**src/rtl/pipe_ctrl_pkg.sv**
```systemverilog
// pipe_ctrl_pkg: shared state encoding and PC-source codes for the pipeline hazard controller.
package pipe_ctrl_pkg;
    typedef enum logic [1:0] {
        RUN      = 2'd0,
        MEM_WAIT = 2'd1,
        RELEASE  = 2'd2
    } state_t;
    localparam logic [1:0] PCSRC_SEQ = 2'b00;
    localparam logic [1:0] PCSRC_BR  = 2'b01;
    localparam logic [1:0] PCSRC_JR  = 2'b10;
endpackage

```
**src/rtl/load_use_detect.sv**
```systemverilog
// load_use_detect: flags an ID-stage read of the register a load in EX is about to write ($0 excluded).
module load_use_detect (
    input  logic       mem_read,
    input  logic [4:0] ex_rt,
    input  logic [4:0] id_rs,
    input  logic [4:0] id_rt,
    output logic       lu
);
    assign lu = mem_read && (ex_rt != 5'd0) && (ex_rt == id_rs || ex_rt == id_rt);
endmodule

```
**src/rtl/pipeline_hazard_ctrl.sv**
```systemverilog
// pipeline_hazard_ctrl: load-use bubbles, branch/JR redirects and multi-cycle memory stalls.
// Defining HAZARD_PERF_CNT_EN adds StallCycles/FlushEvents/LoadUseEvents counters.
module pipeline_hazard_ctrl
    import pipe_ctrl_pkg::*;
#(
    parameter int MEM_LAT = 1,
    parameter int CNT_W   = 4
) (
    input  logic       Clk_in,
    input  logic       Rst,
    input  logic       IDEX_MemRead,
    input  logic [4:0] IDEX_Rt,
    input  logic [4:0] IFID_Rs,
    input  logic [4:0] IFID_Rt,
    input  logic       EXMEM_Branch,
    input  logic       EXMEM_Zero,
    input  logic       EXMEM_JR,
    input  logic       EXMEM_MemRead,
    input  logic       EXMEM_MemWrite,
    output logic       PCWrite,
    output logic [1:0] PCSrc_sel,
    output logic       IFID_Write,
    output logic       IFID_Flush,
    output logic       IDEX_Flush,
    output logic       IDEX_Hold,
    output logic       EXMEM_Flush,
    output logic       EXMEM_Hold,
    output logic       MemBusy
`ifdef HAZARD_PERF_CNT_EN
    ,
    output logic [31:0] StallCycles,
    output logic [31:0] FlushEvents,
    output logic [31:0] LoadUseEvents
`endif
);
    state_t state_q, state_d;
    logic [CNT_W-1:0] cnt_q, cnt_d;
    logic lu, take_br, take_jr, memop;

    load_use_detect u_lu (
        .mem_read(IDEX_MemRead),
        .ex_rt   (IDEX_Rt),
        .id_rs   (IFID_Rs),
        .id_rt   (IFID_Rt),
        .lu      (lu)
    );

    assign take_br = EXMEM_Branch & EXMEM_Zero;
    assign take_jr = EXMEM_JR;
    assign memop   = (EXMEM_MemRead | EXMEM_MemWrite) && (MEM_LAT > 1);

    always_comb begin
        state_d     = state_q;
        cnt_d       = cnt_q;
        PCWrite     = 1'b1;
        IFID_Write  = 1'b1;
        PCSrc_sel   = PCSRC_SEQ;
        IFID_Flush  = 1'b0;
        IDEX_Flush  = 1'b0;
        IDEX_Hold   = 1'b0;
        EXMEM_Flush = 1'b0;
        EXMEM_Hold  = 1'b0;
        MemBusy     = 1'b0;
        if (!Rst) begin
            if (state_q == MEM_WAIT || (state_q == RUN && memop)) begin
                PCWrite    = 1'b0;
                IFID_Write = 1'b0;
                IDEX_Hold  = 1'b1;
                EXMEM_Hold = 1'b1;
                MemBusy    = 1'b1;
                if (state_q == RUN) begin
                    cnt_d   = CNT_W'(1);
                    state_d = (MEM_LAT == 2) ? RELEASE : MEM_WAIT;
                end else begin
                    cnt_d   = cnt_q + 1'b1;
                    state_d = (cnt_q + 1'b1 == CNT_W'(MEM_LAT - 1)) ? RELEASE : MEM_WAIT;
                end
            end else begin
                // RELEASE completes the held access, so memop is deliberately not re-checked here
                state_d = RUN;
                cnt_d   = '0;
                if (take_jr || take_br) begin
                    PCSrc_sel   = take_jr ? PCSRC_JR : PCSRC_BR;
                    IFID_Flush  = 1'b1;
                    IDEX_Flush  = 1'b1;
                    EXMEM_Flush = 1'b1;
                end else if (lu) begin
                    PCWrite    = 1'b0;
                    IFID_Write = 1'b0;
                    IDEX_Flush = 1'b1;
                end
            end
        end
    end

    always_ff @(posedge Clk_in or posedge Rst) begin
        if (Rst) begin
            state_q <= RUN;
            cnt_q   <= '0;
        end else begin
            state_q <= state_d;
            cnt_q   <= cnt_d;
        end
    end

`ifdef HAZARD_PERF_CNT_EN
    logic [31:0] stall_cnt_q, stall_cnt_d, flush_cnt_q, flush_cnt_d, lu_cnt_q, lu_cnt_d;
    logic lu_bubble;
    // A load-use bubble is the only case that flushes ID/EX without flushing EX/MEM
    assign lu_bubble = IDEX_Flush & ~EXMEM_Flush;

    always_comb begin
        stall_cnt_d = stall_cnt_q + 32'(MemBusy | lu_bubble);
        flush_cnt_d = flush_cnt_q + 32'(EXMEM_Flush);
        lu_cnt_d    = lu_cnt_q + 32'(lu_bubble);
    end

    always_ff @(posedge Clk_in or posedge Rst) begin
        if (Rst) begin
            stall_cnt_q <= '0;
            flush_cnt_q <= '0;
            lu_cnt_q    <= '0;
        end else begin
            stall_cnt_q <= stall_cnt_d;
            flush_cnt_q <= flush_cnt_d;
            lu_cnt_q    <= lu_cnt_d;
        end
    end

    assign StallCycles   = stall_cnt_q;
    assign FlushEvents   = flush_cnt_q;
    assign LoadUseEvents = lu_cnt_q;
`endif
endmodule
```
**config.mk**
```make
export PLATFORM = sky130hd
export DESIGN_NAME = pipeline_hazard_ctrl
export DESIGN_NICKNAME = d
export VERILOG_FILES = /design/src/rtl/pipe_ctrl_pkg.sv /design/src/rtl/load_use_detect.sv /design/src/rtl/pipeline_hazard_ctrl.sv
export SDC_FILE = /design/constraint.sdc
export NUM_CORES = 1
export LEC_CHECK = 0
export CORE_MARGIN = 4
export CORE_UTILIZATION = 39
export CTS_CLUSTER_DIAMETER = 50
export DETAILED_ROUTE_END_ITERATION = 10
export PLACE_DENSITY = 0.83
export SYNTH_ARGS = -nofsm -noshare
export SYNTH_HDL_FRONTEND = slang
export SYNTH_HIERARCHICAL = 1
export SYNTH_SLANG_ARGS = --single-unit
```
**constraint.sdc**
```tcl
create_clock -name Clk_in -period 3.97 [get_ports Clk_in]
set_clock_uncertainty 0.15 [all_clocks]
set_input_delay 0.5955 -clock Clk_in [delete_from_list [all_inputs] [get_ports Clk_in]]
set_output_delay 0.5955 -clock Clk_in [all_outputs]
set_load 0.02 [all_outputs]
```
==> results of run 1 <==
## layout make-up
class	instances	area [um^2]
timing repair buffer	30	300
tap	15	18.8
sequential	6	150
clock buffer	3	22.5
fill	101	464
inverter	4	15.0
multi-input combinational	47	347
## logic make-up (layout without fill, tap and decap cells)
group                    after synthesis  after routing  synth area share, %
AND/OR/NAND/NOR                       19             19                 21.1
AO/OA/AOI/OAI                         14             14                 17.9
XOR/XNOR                              10             10                 16.0
buffers and inverters                  9             37                 9.15
flip-flops                             6              6                 27.5
adder cells (fa/ha/maj)                2              2                 4.58
multiplexers                           2              2                 3.89
## state kept, by name (all words and copies together) (netlist names)
register / flops
state_q: 2
cnt_q: 4
## where the power goes
part	total, mW	internal (mW)	leakage (nW)	switching (mW)
Combinational	0.216	0.113	0.254	0.103
Clock	0.0566	0.0342	0.0138	0.0224
Sequential	0.112	0.0839	0.0751	0.0281
## per-stage QoR
| stage | setup WS (ns) | instance area, um^2 | power, mW |
|---|---|---|---|
| final | 0.548 | 853 | 0.385 |
| after detailed placement | 0.533 | 831 | 0.329 |
| after global routing | 0.380 | 853 | 0.415 |
| after global placement | 0.545 | 831 | 0.323 |
| after CTS | 0.529 | 853 | 0.387 |
| after floorplan | 1.24 | 547 | 0.254 |
## how the worst min path moves through the flow
stage | start | endpoint | slack, ns | cells past startpoint
CTS | cnt_q[2]$_DFFE_PP0N_ | cnt_q[2]$_DFFE_PP0N_ | 0.37 | 1
detailed placement | cnt_q[2]$_DFFE_PP0N_ | cnt_q[2]$_DFFE_PP0N_ | 0.36 | 1
floorplan | cnt_q[2]$_DFFE_PP0N_ | cnt_q[2]$_DFFE_PP0N_ | 0.34 | 1
global route | cnt_q[2]$_DFFE_PP0N_ | cnt_q[2]$_DFFE_PP0N_ | 0.40 | 1
global placement | cnt_q[2]$_DFFE_PP0N_ | cnt_q[2]$_DFFE_PP0N_ | 0.36 | 1
finish | cnt_q[2]$_DFFE_PP0N_ | cnt_q[2]$_DFFE_PP0N_ | 0.36 | 1
## worst reg2reg max path, cell delays in order (launching register included)
cell and delay, ns:
dfrtp_1 0.43, ha_1 0.24, or3_1 0.37, o31ai_1 0.09, a32o_2 0.20
## per-layer routing
layer	wire length, um	share of wire [%]	GRT usage [%]
met3	50	3.6	3.95
met5	0	0	0
met2	773	55	27.9
met1	555	39	17.0
met4	27	1.9	5.26
## placed cells by master (no fill, tap or decap), types with 2 or more instances in the layout
master,synthesis,layout
nand2_1,4,4
dfrtp_1,6,6
clkdlybuf4s50_1,0,30
ha_1,2,2
clkbuf_4,0,3
a22o_1,2,2
inv_1,4,4
nor3_1,4,4
xor2_1,6,6
a21oi_1,3,3
xnor2_1,4,4
nand3_1,3,3
==> run_results.csv, run 1 <==
group,metric,value,unit
synthesis,ys_async_sr_fraction,100,%
setup_path,cp.arrival,2.68,ns
cts,cts_buffers,3,
routing,vias,548,
synthesis,synth_edf_count,0,
cts,hold_buffers,0,
floorplan,die_area,2070,um^2
global_routing,antenna_found_initial,0,
setup_path,path_delay_family,"buffers and inverters",
pwr,power.density,451,nW/um^2
floorplan,die_x,45.4,um
timing,slew_headroom,68.9,%
worst_hold_path,hold_path.class,"register to register",
global_routing,grt_pass1_vias,552,
synthesis,yosys_warnings,6,
timing,hold_viol,0,
timing,finalSetupViolCount,0,
setup_path,max_stage_delay,0.65,ns
global_routing,grt.total_usage,15.4,%
cts,clk_latency,0.25,ns
run_status,status,"complete, no violations",
routing,wl_per_cell,13.4,um
routing,drc,0,
global_routing,gr-total-overflow,0,
timing,fmaxAchievable,292,MHz
synthesis,syn_avg_cell_area,8.82,um^2
setup_path,cp-start-kind,"input pin",
timing,rsz0062_at_grt,"false",
cts,cts_resized,0,
placed_design,dp_hpwl,1.21,mm
routing,drtIter0Drc,6,
layout,final_cells,105,
setup_path,critPathBufInv,3,
cts,htreeDepth,1,
setup_path,crit_end,"IDEX_Flush",
setup_path,cp_num_cells,8,
timing,finalMaxSlewViolations,0,
cts,cts.clk_slew.worst_paths,0.04,ns
setup_path,startpoint,"IDEX_Rt[3]",
setup_path,reg2reg_slack,2.43,ns
synthesis,seq_area_frac_synth,27.5,%
pwr,peakVddDrop,0.218,mV
setup_path,worstRegToRegCells,4,
setup_path,reg2reg_to,"state_q[1]$_DFFE_PP0N_",
placed_design,place_inst,102,
synthesis,yosysUniqueCellTypes,31,
synthesis,synthTopCellsByCount,"6 x dfrtp_1, 6 x xor2_1",
synthesis,ys.flop_type,"dfrtp_1",
layout,drive_gt1_share,6.67,%
timing,holdWs,0.364,ns
timing,tightest_slew,0.467,ns
floorplan,die_h,45.4,um
setup_path,end_kind,"output pin",
synthesis,synth_nets,87,
job,maxCapViolations,0,
setup_path,critPathKind,"input pin to output pin",
timing,min_period,3.42,ns
synthesis,yosysTopAreaCell,"dfrtp_1",
routing,drtAntennaViolNets,0,
timing,setup-tns-final,0,ns
setup_path,critPathMaxFanout,3,
global_routing,grt_max_degree,13,
setup_path,cp_common_cell,"clkdlybuf4s50_1",
cts,postCtsSetupRepairBufs,0,
layout,insertedDiodeCount,0,
setup_path,worst_path_max_delay_cell,"clkdlybuf4s50_1",
synthesis,ys_seq_elements,6,
synthesis,syn_area,547,um^2
setup_path,r2r_start,"cnt_q[1]$_DFFE_PP0N_",
cts,ctsRootBufferMaster,"clkbuf_4",
floorplan,ios,33,
setup_path,path_cells,"clkdlybuf4s50_1 > xor2_1 > nor3_1 > nand3_1 > a21oi_1 > inv_1 > a211oi_1 > clkdlybuf4s50_1",
floorplan,num_rows,13,
placed_design,gp_congestion,0.730,
pwr,power_leakage,0.343,nW
timing,min_period_over_period,86.2,%
cts,tritoncts,"yes",
synthesis,yosys-top-cells-area,"dfrtp_1 27%, xor2_1 9.6%, xnor2_1 6.4%, buf_4 5.5%, ha_1 4.6%",
setup_path,critPathRequiredTime,3.22,ns
placed_design,io_buffer_count,30,
routing,wl,1.41,mm
routing,vias_per_cell,5.22,
layout,fin_util,64.8,%
layout,area_growth,56.1,%
layout,final_nets,117,
floorplan,core_area,1320,um^2
floorplan,start_util,41.5,%
global_routing,grt_first_pass_wirelength,2.30,mm
cts,cts.sinks,6,
routing,firstDrtPassIters,4,
synthesis,netlist_instances,62,
cts,clockBufferDepth,2,
synthesis,synth_top_area_share,27.5,%
Power figures use the tool's default switching activity.
==> inputs of run 2 (changes only) <==
Settings changed: CORE_UTILIZATION 39 to 36, PLACE_DENSITY 0.83 to 0.78, SKIP_LAST_GASP set to 1.
Clock period 3.97 ns to 3.6 ns, I/O delays scaled along.
==> run 2 against run 1 <==
Effect of this change: final cell count is 1.9% higher; sequential power rose by 9%; total power rose by 9.4%; register-to-register slack got worse by 0.36 ns; flip-flop and latch count stayed put; final area rose by 2.1%; wire length did not move; worst hold slack gained 0.0073 ns; non-clock buffer count rose by 2; first-iteration DRC count rose by 83%; sequential share of layout area is 0.35 points lower; critical path depth decreased by 2; critical path type unchanged.
==> run_results.csv, run 2 (synthesis gave the netlist of run 1 again) <==
group,metric,value,unit
global_routing,grt_max_degree,12,
routing,drtAntennaViolNets,0,
global_routing,gr-total-overflow,0,
setup_path,path_delay_family,"buffers and inverters",
pwr,power.density,483,nW/um^2
setup_path,r2r_start,"cnt_q[0]$_DFFE_PP0N_",
timing,finalMaxSlewViolations,0,
setup_path,cp.arrival,2.64,ns
timing,rsz0062_at_grt,"false",
floorplan,die_area,2210,um^2
routing,vias,548,
pwr,peakVddDrop,0.270,mV
setup_path,reg2reg_to,"state_q[1]$_DFFE_PP0N_",
pwr,finalPower,0.421,mW
timing,hold_viol,0,
worst_hold_path,hold_path.class,"register to register",
routing,vias_per_cell,5.12,
routing,drtIter0Drc,11,
placed_design,gp_congestion,0.754,
cts,cts.sinks,6,
routing,wl_per_cell,13.1,um
placed_design,place_inst,104,
timing,tightest_slew,0.447,ns
pwr,power_leakage,0.370,nW
timing,fmaxAchievable,300,MHz
layout,fin_area,871,um^2
floorplan,ios,33,
setup_path,worstRegToRegCells,4,
floorplan,die_x,47.0,um
layout,final_common_cell,"clkdlybuf4s50_1",
routing,wl,1.41,mm
layout,drive_gt1_share,8.70,%
timing,min_period_over_period,92.5,%
floorplan,die_h,47.0,um
layout,largestRegisters,"cnt_q x4, state_q x2",
floorplan,start_util,40.0,%
layout,top_register,"cnt_q",
floorplan,num_rows,13,
timing,slew_headroom,70.2,%
cts,cts.clk_slew.worst_paths,0.05,ns
layout,insertedDiodeCount,0,
global_routing,grt_pass1_vias,508,
cts,ctsRootBufferMaster,"clkbuf_4",
worst_hold_path,hold_depth,1,
global_routing,grt.total_usage,14.8,%
setup_path,cp-start-kind,"input pin",
setup_path,reg2reg_slack,2.07,ns
setup_path,end_kind,"output pin",
placed_design,io_buffer_count,30,
routing,firstDrtPassIters,6,
routing,drc,0,
worst_hold_path,min-delay-start,"cnt_q[2]$_DFFE_PP0N_",
setup_path,critPathMaxFanout,3,
cts,tritoncts,"yes",
layout,largest_register_ffs,4,
timing,finalSetupViolCount,0,
placed_design,dp_hpwl,1.17,mm
cts,cts_buffers,3,
cts,hold_buffers,0,
timing,setup-tns-final,0,ns
layout,area_growth,59.3,%
timing,min_period,3.33,ns
placed_design,post_dp_cell_area,846,um^2
setup_path,critPathBufInv,2,
global_routing,grt_first_pass_wirelength,2.28,mm
setup_path,cp_common_cell,"clkdlybuf4s50_1",
floorplan,core_area,1370,um^2
setup_path,critPathKind,"input pin to output pin",
run_status,status,"complete, no violations",
setup_path,path_cells,"clkdlybuf4s50_1 > or4_1 > o21ai_1 > a21oi_1 > a31oi_1 > clkdlybuf4s50_1",
setup_path,critPathRequiredTime,2.91,ns
cts,clockBufferDepth,2,
layout,final_nets,119,
job,maxCapViolations,0,
layout,final_cells,107,
setup_path,worst_path_max_delay_cell,"clkdlybuf4s50_1",
layout,final_cell_mix,"29 x clkdlybuf4s50_1, 6 x dfrtp_1, 6 x xor2_1",
worst_hold_path,min_to,"cnt_q[2]$_DFFE_PP0N_",
cts,htreeDepth,1,
cts,clk_latency,0.24,ns
global_routing,antenna_found_initial,0,
setup_path,max_stage_delay,0.65,ns
-- run 2: worst max-delay path by stage --
| stage | from | endpoint | slack [ns] | cells past startpoint |
|---|---|---|---|---|
| after CTS | IDEX_Rt[3] | IDEX_Flush | 0.22 | 8 |
| final | IDEX_Rt[1] | IFID_Write | 0.27 | 6 |
| after detailed placement | IDEX_Rt[3] | IDEX_Flush | 0.23 | 8 |
| after global placement | IDEX_Rt[3] | IDEX_Flush | 0.27 | 8 |
| after floorplan | IDEX_Rt[1] | PCWrite | 0.98 | 5 |
| after global routing | IDEX_Rt[1] | IFID_Write | 0.15 | 6 |
-- run 2: metal layers --
| metal | GRT usage, % | vias to the layer above | wire length (um) |
|---|---|---|---|
| li1 | - | 284 | - |
| met1 | 18.4 | 253 | 596 |
| met2 | 24.9 | 11 | 746 |
| met3 | 3.45 | 0 | 63 |
| met4 | 4.97 | 0 | 0 |
| met5 | 0 | - | 0 |
-- run 2: stage by stage --
stage	hold WS [ns]	utilization, %	worst slack [ns]
after floorplan	0.336	-	0.984
after global placement	0.363	61.9	0.266
after detailed placement	0.374	61.9	0.226
after CTS	0.380	63.6	0.218
after global routing	0.412	63.7	0.151
final	0.371	63.7	0.269
-- run 2: repair_timing --
| action | CTS | global route |
|---|---|---|
| gates resized for setup | 0 | 1 |
| endpoints found under the hold margin | 0 | 0 |
| setup endpoints to repair | 0 | 1 |
| buffers inserted | 0 | 0 |
-- run 2: final cells by class --
class | count | area, um^2
fill | 129 | 495
multi-input combinational | 47 | 347
timing repair buffer | 32 | 318
sequential | 6 | 150
clock buffer | 3 | 22.5
tap | 15 | 18.8
inverter | 4 | 15.0
-- run 2: power breakdown --
group          switching [mW]  internal [mW]  total, mW
clock network          0.0222         0.0376     0.0598
registers              0.0296         0.0926      0.122
logic                   0.113          0.125      0.239
==> inputs of run 3 (changes only) <==
Settings changed: CORE_MARGIN 4 to not set.
==> run 3 against run 2 <==
Effect of this change: combinational power is essentially flat; wire length shrank 3.2%; total power grew 1.2%; highest routed layer unchanged; largest power group unchanged; core utilization is essentially flat; flip-flop and latch count is the same; die area shrank 24%; critical endpoint is now IDEX_Flush; critical path type unchanged.
==> run_results.csv, run 3 (synthesis gave the netlist of run 1 again) <==
group,metric,value,unit
cts,clk_latency,0.24,ns
pwr,power_switching,0.171,mW
pwr,switching_share,40.1,%
timing,rsz0062_at_grt,"false",
routing,drc,0,
cts,tritoncts,"yes",
cts,hold_buffers,0,
timing,fmaxAchievable,302,MHz
cts,cts_resized,0,
timing,slew_headroom,68.2,%
floorplan,die_x,41.0,um
setup_path,cp-start-kind,"input pin",
floorplan,start_util,40.5,%
floorplan,ios,33,
pwr,comb_power_share,56.1,%
pwr,clockPowerShare,14.4,%
floorplan,num_rows,13,
worst_hold_path,hold_path.class,"register to register",
layout,fin_area,861,um^2
setup_path,critPathRequiredTime,2.91,ns
job,maxCapViolations,0,
routing,vias,545,
cts,clockBufferDepth,2,
setup_path,end_kind,"output pin",
run_status,status,"complete, no violations",
floorplan,core_area,1350,um^2
layout,area_growth,57.4,%
timing,holdWs,0.402,ns
layout,final_common_cell,"clkdlybuf4s50_1",
global_routing,grt.total_usage,18.4,%
global_routing,gr-total-overflow,0,
pwr,power.density,495,nW/um^2
placed_design,gp_congestion,0.821,
routing,vias_per_cell,5.14,
placed_design,io_buffer_count,30,
layout,largestRegisters,"cnt_q x4, state_q x2",
layout,final_cell_mix,"30 x clkdlybuf4s50_1, 6 x dfrtp_1, 6 x xor2_1",
floorplan,die_area,1680,um^2
global_routing,grt_max_degree,13,
pwr,finalPower,0.426,mW
routing,drtIter0Drc,15,
pwr,peakVddDrop,0.252,mV
cts,cts.sinks,6,
global_routing,grt_first_pass_wirelength,1.95,mm
pwr,power_leakage,0.348,nW
cts,htreeDepth,1,
pwr,seq_power_share,29.4,%
placed_design,place_inst,103,
routing,firstDrtPassIters,3,
timing,tightest_slew,0.476,ns
timing,min_period,3.31,ns
routing,drtAntennaViolNets,0,
setup_path,cp.arrival,2.62,ns
cts,cts_buffers,3,
setup_path,critPathKind,"input pin to output pin",
timing,finalSetupViolCount,0,
timing,finalMaxSlewViolations,0,
timing,min_period_over_period,92.1,%
layout,final_cells,106,
cts,cts.clk_slew.worst_paths,0.05,ns
pwr,intPower,0.255,mW
floorplan,die_h,41.0,um
layout,insertedDiodeCount,0,
global_routing,grt_pass1_vias,445,
setup_path,critPathMaxFanout,3,
layout,largest_register_ffs,4,
placed_design,dp_hpwl,1.11,mm
layout,drive_gt1_share,7.69,%
placed_design,pre_cts_ws,0.273,ns
global_routing,antenna_found_initial,0,
layout,final_nets,118,
layout,top_register,"cnt_q",
routing,wl,1.36,mm
timing,setup_ws,0.285,ns
cts,ctsRootBufferMaster,"clkbuf_4",
layout,fin_util,63.8,%
timing,setup-tns-final,0,ns
placed_design,post_dp_cell_area,838,um^2
routing,wl_per_cell,12.8,um
cts,postCtsSetupRepairBufs,0,
timing,hold_viol,0,
[run 3: final timing paths]
| kind | startpoint | end | slack (ns) | cells after the start |
|---|---|---|---|---|
| setup / recovery | IDEX_Rt[0] | IDEX_Flush | 0.29 | 8 |
| hold / removal | state_q[0]$_DFFE_PP0N_ | state_q[0]$_DFFE_PP0N_ | 0.40 | 2 |
| setup reg to reg | cnt_q[0]$_DFFE_PP0N_ | state_q[1]$_DFFE_PP0N_ | 2.03 | 4 |
| hold reg to reg | state_q[0]$_DFFE_PP0N_ | state_q[0]$_DFFE_PP0N_ | 0.40 | 2 |
| max in group asynchronous | Rst | cnt_q[2]$_DFFE_PP0N_ | 2.38 | 3 |
| min in group asynchronous | Rst | state_q[0]$_DFFE_PP0N_ | 0.80 | 3 |
[run 3: power by group through the flow]
stage               registers, mW  logic (mW)  clock network (mW)
floorplan                   0.117       0.162                   0
global placement            0.124       0.233                   0
detailed placement          0.124       0.239                   0
CTS                         0.124       0.239              0.0643
global route                0.129       0.262              0.0691
finish                      0.125       0.239              0.0614
[run 3: metal layers]
metal	track usage [%]	wire, um	up-vias
li1	-	-	281
met1	23.6	636	249
met2	28.9	653	15
met3	4.89	71	0
met4	7.50	0	0
met5	0	0	-
[run 3: layout make-up]
| cell class | count | area (um^2) |
|---|---|---|
| Fill cell | 120 | 489 |
| Multi-Input combinational cell | 47 | 347 |
| Timing Repair Buffer | 31 | 308 |
| Sequential cell | 6 | 150 |
| Clock buffer | 3 | 22.5 |
| Tap cell | 15 | 18.8 |
| Inverter | 4 | 15.0 |
[run 3: critical path: stages]
cell and delay [ns]:
clkdlybuf4s50_1 0.46, xor2_1 0.19, nor3_1 0.21, nand3_1 0.12, a21oi_1 0.20, inv_1 0.06, a211oi_1 0.20, clkdlybuf4s50_1 0.64
